## config.mk

```make
export PLATFORM = sky130hd
export DESIGN_NAME = mem_arbiter_flat
export DESIGN_NICKNAME = d
export VERILOG_FILES = /design/src/rtl/mem_arbiter_pkg.sv /design/src/rtl/mem_arbiter_if.sv /design/src/rtl/mem_arbiter_load_ext.sv /design/src/rtl/mem_arbiter.sv /design/src/flat_wrapper.sv
export SDC_FILE = /design/constraint.sdc
export NUM_CORES = 1
export LEC_CHECK = 0
export CORE_MARGIN = 1
export CORE_UTILIZATION = 47
export DETAILED_ROUTE_END_ITERATION = 6
export PLACE_DENSITY = 0.88
export SLEW_MARGIN = 30
export SYNTH_ARGS = -nofsm -noshare
export SYNTH_HDL_FRONTEND = slang
export SYNTH_SLANG_ARGS = --single-unit
```

## constraint.sdc

```tcl
create_clock -name clk_in -period 2.7 [get_ports clk_in]
set_clock_uncertainty 0.1 [all_clocks]
set_input_delay 0.675 -clock clk_in [delete_from_list [all_inputs] [get_ports clk_in]]
set_output_delay 0.675 -clock clk_in [all_outputs]
set_load 0.01 [all_outputs]
```

## src/rtl/mem_arbiter_pkg.sv

```systemverilog
// Shared definitions for the memory-port arbiter: load/store op codes,
// default region/fairness parameters and FSM state encoding.
package mem_arbiter_pkg;

    localparam logic [2:0] OP_B  = 3'b000;
    localparam logic [2:0] OP_H  = 3'b001;
    localparam logic [2:0] OP_W  = 3'b010;
    localparam logic [2:0] OP_BU = 3'b100;
    localparam logic [2:0] OP_HU = 3'b101;

    localparam logic [1:0] IO_HI_DEF      = 2'b11;
    localparam int         FAIR_LIMIT_DEF = 4;

    typedef enum logic [1:0] {
        ST_IDLE  = 2'd0,
        ST_ISSUE = 2'd1,
        ST_WAIT  = 2'd2
    } state_t;

    // A store into the IO region may not issue while the IO write buffer is full.
    function automatic logic io_hold(input logic store, input logic [1:0] region,
                                     input logic full, input logic [1:0] io_hi);
        return store && (region == io_hi) && full;
    endfunction

endpackage

```

## src/rtl/mem_arbiter_if.sv

```systemverilog
// Request/response bundle between the IF/LS requesters, the arbiter and the
// byte-serial memory controller. slave = arbiter side, master = environment side.
interface mem_arbiter_if;
    logic        if_req;
    logic [31:0] if_addr;
    logic        if_done;
    logic [31:0] if_data;

    logic        ls_req;
    logic        ls_store;
    logic [31:0] ls_addr;
    logic [31:0] ls_data;
    logic [2:0]  ls_op;
    logic        ls_done;
    logic [31:0] ls_rdata;

    logic        is_fetch;
    logic [31:0] fetch_addr;
    logic        is_io;
    logic        is_store;
    logic [31:0] io_addr;
    logic [31:0] io_data;
    logic [2:0]  io_op;

    logic        is_back;
    logic [31:0] back_ins;
    logic        mem_res_avail;
    logic [31:0] mem_res;
    logic        working;
    logic        io_buffer_full;

    // Requests are levels held stable until the matching one-cycle done pulse;
    // controller strobes are one-cycle pulses, results are one-cycle valids.
    modport slave (
        input  if_req, if_addr, ls_req, ls_store, ls_addr, ls_data, ls_op,
        input  is_back, back_ins, mem_res_avail, mem_res, working, io_buffer_full,
        output if_done, if_data, ls_done, ls_rdata,
        output is_fetch, fetch_addr, is_io, is_store, io_addr, io_data, io_op
    );

    modport master (
        output if_req, if_addr, ls_req, ls_store, ls_addr, ls_data, ls_op,
        output is_back, back_ins, mem_res_avail, mem_res, working, io_buffer_full,
        input  if_done, if_data, ls_done, ls_rdata,
        input  is_fetch, fetch_addr, is_io, is_store, io_addr, io_data, io_op
    );
endinterface

```

## src/rtl/mem_arbiter_load_ext.sv

```systemverilog
// Sign/zero extension of a raw load word according to funct3.
module mem_arbiter_load_ext
    import mem_arbiter_pkg::*;
(
    input  logic [2:0]  op,
    input  logic [31:0] raw,
    output logic [31:0] ext
);
    always_comb begin
        ext = raw;
        case (op)
            OP_B:    ext = {{24{raw[7]}}, raw[7:0]};
            OP_H:    ext = {{16{raw[15]}}, raw[15:0]};
            OP_BU:   ext = {24'b0, raw[7:0]};
            OP_HU:   ext = {16'b0, raw[15:0]};
            default: ext = raw;
        endcase
    end
endmodule

```

## src/rtl/mem_arbiter.sv

```systemverilog
// Arbiter sharing the memory controller's single request port between the
// instruction fetch and load/store requesters, with bounded IF starvation.
module mem_arbiter
    import mem_arbiter_pkg::*;
#(
    parameter int         FAIR_LIMIT = FAIR_LIMIT_DEF,
    parameter logic [1:0] IO_HI      = IO_HI_DEF
) (
    input  logic         clk_in,
    input  logic         rst_in,
    input  logic         rdy_in,
    input  logic         clear_in,
    mem_arbiter_if.slave bus,
    output state_t       dbg_state
);
    localparam int              CNT_W   = $clog2(FAIR_LIMIT + 1);
    localparam logic [CNT_W-1:0] CNT_MAX = CNT_W'(FAIR_LIMIT);

    state_t           state;
    logic [CNT_W-1:0] fair_cnt;
    logic             squash;
    logic             cmd_ls, cmd_store;
    logic [31:0]      cmd_addr, cmd_data;
    logic [2:0]       cmd_op;
    logic [31:0]      ext;

    logic             if_ok, grant_ls, grant_if, strobed, done_hold, blocked, do_strobe;
    logic             nxt_ls, nxt_store;
    logic [31:0]      nxt_addr, nxt_data;
    logic [2:0]       nxt_op;

    mem_arbiter_load_ext u_load_ext (
        .op  (cmd_op),
        .raw (bus.mem_res),
        .ext (ext)
    );

    assign dbg_state = state;

    // nxt_* is the command about to be strobed: the fresh winner in IDLE,
    // the latched command afterwards.
    always_comb begin
        if_ok     = bus.if_req && !clear_in;
        grant_ls  = bus.ls_req && !(if_ok && fair_cnt == CNT_MAX);
        grant_if  = if_ok && !grant_ls;
        strobed   = bus.is_fetch || bus.is_io;
        done_hold = bus.if_done || bus.ls_done;
        if (state == ST_IDLE) begin
            nxt_ls    = grant_ls;
            nxt_store = grant_ls && bus.ls_store;
            nxt_addr  = grant_ls ? bus.ls_addr : bus.if_addr;
            nxt_data  = grant_ls ? bus.ls_data : 32'b0;
            nxt_op    = grant_ls ? bus.ls_op : 3'b0;
        end else begin
            nxt_ls    = cmd_ls;
            nxt_store = cmd_store;
            nxt_addr  = cmd_addr;
            nxt_data  = cmd_data;
            nxt_op    = cmd_op;
        end
        blocked = bus.working || io_hold(nxt_store, nxt_addr[17:16], bus.io_buffer_full, IO_HI);
        case (state)
            ST_IDLE:  do_strobe = !done_hold && (grant_ls || grant_if) && !blocked;
            ST_ISSUE: do_strobe = !strobed && !(!cmd_ls && clear_in) && !blocked;
            default:  do_strobe = 1'b0;
        endcase
    end

    always_ff @(posedge clk_in) begin
        if (rst_in) begin
            state          <= ST_IDLE;
            fair_cnt       <= '0;
            squash         <= 1'b0;
            cmd_ls         <= 1'b0;
            cmd_store      <= 1'b0;
            cmd_addr       <= '0;
            cmd_data       <= '0;
            cmd_op         <= '0;
            bus.if_done    <= 1'b0;
            bus.if_data    <= '0;
            bus.ls_done    <= 1'b0;
            bus.ls_rdata   <= '0;
            bus.is_fetch   <= 1'b0;
            bus.fetch_addr <= '0;
            bus.is_io      <= 1'b0;
            bus.is_store   <= 1'b0;
            bus.io_addr    <= '0;
            bus.io_data    <= '0;
            bus.io_op      <= '0;
        end else if (rdy_in) begin
            bus.if_done  <= 1'b0;
            bus.ls_done  <= 1'b0;
            bus.is_fetch <= 1'b0;
            bus.is_io    <= 1'b0;
            bus.is_store <= 1'b0;
            if (!bus.if_req) fair_cnt <= '0;

            case (state)
                ST_IDLE: begin
                    // The done cycle is skipped so the requester can update its request.
                    if (!done_hold && (grant_ls || grant_if)) begin
                        cmd_ls    <= nxt_ls;
                        cmd_store <= nxt_store;
                        cmd_addr  <= nxt_addr;
                        cmd_data  <= nxt_data;
                        cmd_op    <= nxt_op;
                        squash    <= 1'b0;
                        if (grant_if) fair_cnt <= '0;
                        else if (bus.if_req && fair_cnt != CNT_MAX) fair_cnt <= fair_cnt + 1'b1;
                        state     <= ST_ISSUE;
                    end
                end
                ST_ISSUE: begin
                    if (strobed) begin
                        if (!cmd_ls && clear_in) squash <= 1'b1;
                        state <= ST_WAIT;
                    end else if (!cmd_ls && clear_in) begin
                        state <= ST_IDLE;
                    end
                end
                ST_WAIT: begin
                    if (!cmd_ls && clear_in) squash <= 1'b1;
                    if (cmd_ls && bus.mem_res_avail) begin
                        bus.ls_done  <= 1'b1;
                        bus.ls_rdata <= cmd_store ? 32'b0 : ext;
                        state        <= ST_IDLE;
                    end else if (!cmd_ls && bus.is_back) begin
                        if (!squash && !clear_in) begin
                            bus.if_done <= 1'b1;
                            bus.if_data <= bus.back_ins;
                        end
                        squash <= 1'b0;
                        state  <= ST_IDLE;
                    end
                end
                default: state <= ST_IDLE;
            endcase

            if (do_strobe) begin
                bus.is_fetch <= !nxt_ls;
                bus.is_io    <= nxt_ls;
                bus.is_store <= nxt_store;
                bus.io_addr  <= nxt_addr;
                bus.io_data  <= nxt_data;
                bus.io_op    <= nxt_op;
                if (!nxt_ls) bus.fetch_addr <= nxt_addr;
            end
        end
    end
endmodule
```

## src/flat_wrapper.sv

```systemverilog
// flat-port wrapper written by rule: the top's interface ports become plain ports
module mem_arbiter_flat import mem_arbiter_pkg::*;
#(
    parameter int         FAIR_LIMIT = FAIR_LIMIT_DEF,
    parameter logic [1:0] IO_HI      = IO_HI_DEF
)
  (clk_in, rst_in, rdy_in, clear_in, dbg_state, bus_if_req, bus_if_addr, bus_ls_req, bus_ls_store, bus_ls_addr, bus_ls_data, bus_ls_op, bus_is_back, bus_back_ins, bus_mem_res_avail, bus_mem_res, bus_working, bus_io_buffer_full, bus_if_done, bus_if_data, bus_ls_done, bus_ls_rdata, bus_is_fetch, bus_fetch_addr, bus_is_io, bus_is_store, bus_io_addr, bus_io_data, bus_io_op);
  mem_arbiter_if bus_i ();
  input  logic clk_in;
  input  logic rst_in;
  input  logic rdy_in;
  input  logic clear_in;
  output state_t dbg_state;
  input wire logic [$bits(bus_i.if_req)-1:0] bus_if_req;
  input wire logic [$bits(bus_i.if_addr)-1:0] bus_if_addr;
  input wire logic [$bits(bus_i.ls_req)-1:0] bus_ls_req;
  input wire logic [$bits(bus_i.ls_store)-1:0] bus_ls_store;
  input wire logic [$bits(bus_i.ls_addr)-1:0] bus_ls_addr;
  input wire logic [$bits(bus_i.ls_data)-1:0] bus_ls_data;
  input wire logic [$bits(bus_i.ls_op)-1:0] bus_ls_op;
  input wire logic [$bits(bus_i.is_back)-1:0] bus_is_back;
  input wire logic [$bits(bus_i.back_ins)-1:0] bus_back_ins;
  input wire logic [$bits(bus_i.mem_res_avail)-1:0] bus_mem_res_avail;
  input wire logic [$bits(bus_i.mem_res)-1:0] bus_mem_res;
  input wire logic [$bits(bus_i.working)-1:0] bus_working;
  input wire logic [$bits(bus_i.io_buffer_full)-1:0] bus_io_buffer_full;
  output wire logic [$bits(bus_i.if_done)-1:0] bus_if_done;
  output wire logic [$bits(bus_i.if_data)-1:0] bus_if_data;
  output wire logic [$bits(bus_i.ls_done)-1:0] bus_ls_done;
  output wire logic [$bits(bus_i.ls_rdata)-1:0] bus_ls_rdata;
  output wire logic [$bits(bus_i.is_fetch)-1:0] bus_is_fetch;
  output wire logic [$bits(bus_i.fetch_addr)-1:0] bus_fetch_addr;
  output wire logic [$bits(bus_i.is_io)-1:0] bus_is_io;
  output wire logic [$bits(bus_i.is_store)-1:0] bus_is_store;
  output wire logic [$bits(bus_i.io_addr)-1:0] bus_io_addr;
  output wire logic [$bits(bus_i.io_data)-1:0] bus_io_data;
  output wire logic [$bits(bus_i.io_op)-1:0] bus_io_op;
  assign bus_i.if_req = bus_if_req;
  assign bus_i.if_addr = bus_if_addr;
  assign bus_i.ls_req = bus_ls_req;
  assign bus_i.ls_store = bus_ls_store;
  assign bus_i.ls_addr = bus_ls_addr;
  assign bus_i.ls_data = bus_ls_data;
  assign bus_i.ls_op = bus_ls_op;
  assign bus_i.is_back = bus_is_back;
  assign bus_i.back_ins = bus_back_ins;
  assign bus_i.mem_res_avail = bus_mem_res_avail;
  assign bus_i.mem_res = bus_mem_res;
  assign bus_i.working = bus_working;
  assign bus_i.io_buffer_full = bus_io_buffer_full;
  assign bus_if_done = bus_i.if_done;
  assign bus_if_data = bus_i.if_data;
  assign bus_ls_done = bus_i.ls_done;
  assign bus_ls_rdata = bus_i.ls_rdata;
  assign bus_is_fetch = bus_i.is_fetch;
  assign bus_fetch_addr = bus_i.fetch_addr;
  assign bus_is_io = bus_i.is_io;
  assign bus_is_store = bus_i.is_store;
  assign bus_io_addr = bus_i.io_addr;
  assign bus_io_data = bus_i.io_data;
  assign bus_io_op = bus_i.io_op;
  mem_arbiter #(.FAIR_LIMIT(FAIR_LIMIT), .IO_HI(IO_HI)) u_core (.clk_in(clk_in), .rst_in(rst_in), .rdy_in(rdy_in), .clear_in(clear_in), .bus(bus_i), .dbg_state(dbg_state));
endmodule
```

==> results.yml <==
floorplanning:
  start_util_pct: 48.6
  dieArea_sq_um: 23500
  ioPinCount: 344
  core_area_sq_um: 22100
  fp-row-count: 54
  die_w_um: 153
  die_h_um: 153
finish:
  final_common_cell: "clkdlybuf4s50_1"
  final_layout_size_suffix_gt1_share_pct: 9.84
  syn_to_final_growth_pct: 47.7
  most-common-layout-cells: "clkdlybuf4s50_1 (342), nand2_1 (258), dfxtp_1 (243), nor2_1 (126), a21oi_1 (99)"
  fin_cells: 1970
  fillers: 1575
  final_util_pct: 71.8
  fin_nets: 1848
placement:
  portBuffers: 343
  gp_congestion: 0.856
  hpwl_mm: 24.6
  dpl.cell_count: 1919
  place_ws_ns: -0.354
clock_tree:
  cts.root.buffer_cell: "clkbuf_16"
  htreeDepth: 1
  cts_tree: "done"
  cts_hold_buf: 0
  postCtsSetupBuffers: 0
  clock_latency_ns: 0.54
  cts_resized: 0
  cts.clk_slew.worst_paths_ns: 0.06
  clk_path_buf_depth: 3
  cts.sinks: 243
  numCtsBuffers: 26
timing:
  drv_slew: 0
  hold_violations: 0
  max_slew_margin_pct: 51.6
  tightest_slew_ns: 0.725
  holdWs_ns: 0.352
  max_freq_mhz: 388
  fin_ws_ns: 0.126
  setup_viol: 0
  rsz0062_at_grt: "no"
  period_minus_slack_ns: 2.57
  fin_crit_sh_pct: 95.3
grt:
  grt_max_degree: 104
  globalRouteOverflowTotal: 0
  met1_usage_pct: 34.8
  grt_pass1_wl_mm: 56.0
  grt.busiest_layer: "met2"
  globalRouteMet2Util_pct: 50.3
  grt_pass1_vias: 11000
  grtUsageMet3_pct: 5.30
  track_usage_pct: 29.3
  antenna_found_initial: 3
synthesis:
  synth_cell_type_count: 48
  yosys_warnings: 0
  syn_avg_cell_area_sq_um: 8.09
  yosys_register_bits: 243
  async_flop_share_pct: 0
  synthesis.nets: 1510
  synth-edff-count: 0
  ys.flop_type: "dfxtp_1"
  synthCells: 1329
  synth.yosys.seq_area_share_pct: 45.3
  netlist_area_sq_um: 10700
power_and_ir_drop:
  peakVddDrop_mv: 0.363
  p_per_area_nw_per_um2: 600
  p_leak_nw: 5.80
routing:
  drt-wirelength-per-cell_um: 18.1
  wl_mm: 35.7
  ant_nets: 0
  viasPerCell: 5.77
  drt_iter0_drc: 1007
  drc: 0
  vias: 11400
  firstDrtPassIters: 5
flow_run:
  drv_cap: 0
worst_hold_path:
  hp-class: "in -> reg"
setup_path:
  worst_ep_arrival_time_ns: 2.87
  critPathLaunchType: "register"
  cp.required_ns: 3.00
  end_kind: "register"
  cp_max_fo: 37
  crit_type: "reg -> reg"
status:
  status: "completed"
[where the power goes]
| part | switching, W | total (W) | internal, W |
|---|---|---|---|
| logic | 0.000887 | 0.00169 | 0.000803 |
| registers | 0.000111 | 0.00386 | 0.00374 |
| clock network | 0.00152 | 0.00398 | 0.00246 |
| total | 0.00252 | 0.00953 | 0.00701 |
[sequential cells by signal, summed over array words and instances (netlist names), 32 cells and up]
| name | cells |
|---|---|
| u_core.bus.fetch_addr | 32 |
| u_core.bus.if_data | 32 |
| u_core.bus.io_addr | 32 |
| u_core.bus.io_data | 32 |
| u_core.bus.ls_rdata | 32 |
| u_core.cmd_addr | 32 |
| u_core.cmd_data | 32 |
[cells in the mapped netlist, drive strengths merged, types with 2 or more instances]
cell type / count / area, sq um
o2111ai: 2 / 17.5
a21oi: 101 / 505
o21ai: 60 / 300
ha: 7 / 87.6
a2111oi: 2 / 17.5
nor3b: 9 / 67.6
o31ai: 3 / 36.3
o22ai: 3 / 31.3
dfxtp: 243 / 4860
buf: 15 / 86.3
and2: 2 / 12.5
o311ai: 30 / 263
nand3: 35 / 175
mux2: 37 / 417
and3: 2 / 12.5
mux2i: 34 / 340
nand4: 31 / 194
nand2: 258 / 968
a211oi: 40 / 300
a31oi: 61 / 382
nor2: 128 / 480
a22oi: 43 / 323
inv: 12 / 45.0
nor2b: 37 / 231
o221a: 2 / 22.5
a21o: 2 / 15.0
clkbuf: 114 / 428
nand2b: 3 / 18.8
[per-layer routing]
layer	wire, um	up-vias
li1	-	5354
met1	13900	5334
met2	17200	563
met3	2910	121
met4	1710	0
met5	0	-
[critical path, stage by stage, from the launching register on]
cell,delay (ns)
dfxtp_1,0.36
inv_1,0.13
ha_2,0.38
buf_4,0.33
o22ai_2,0.16
o31ai_4,0.29
buf_12,0.26
mux2_1,0.38
[per-stage QoR]
stage	cell area, sq um	setup TNS (ns)	power (W)
after floorplan	10700	0	0.00472
after global placement	14900	-17.24	0.00553
after detailed placement	14900	-24.04	0.00558
after CTS	15900	0	0.00953
after global routing	15900	0	0.00985
final	15900	0	0.00953
[cell type report]
class                           instances  area, sq um  area share (%)
Clock buffer                           31          711            4.48
Multi-Input combinational cell        944         5350            33.7
Antenna cell                            3         7.51          0.0473
Clock inverter                         17          253            1.59
Sequential cell                       243         4860            30.6
Timing Repair Buffer                  439         4290            27.0
Inverter                               13         48.8           0.307
Tap cell                              280          350            2.21
[final timing paths]
kind | slack [ns] | start | to | cells past startpoint
hold reg to reg | 0.35 | u_core.bus.ls_rdata[17] | u_core.bus.ls_rdata[17] | 2
setup reg to reg | 0.13 | u_core.dbg_state[1] | u_core.bus.io_data[12] | 7
setup / recovery | 0.13 | u_core.dbg_state[1] | u_core.bus.io_data[12] | 7
hold / removal | 0.35 | rst_in | u_core.cmd_data[28] | 2
[logic make-up (layout without fill, tap and decap cells)]
kind of cell	Yosys count	count (layout)	synth area share [%]
other cells	0	3	0
flops	243	243	45.3
buf+inv	142	500	5.24
mux	71	71	7.04
simple gates	509	509	20.4
fa+ha+maj	7	7	0.815
compound gates	357	357	21.2
No activity file was read; power rests on OpenSTA's default activity.
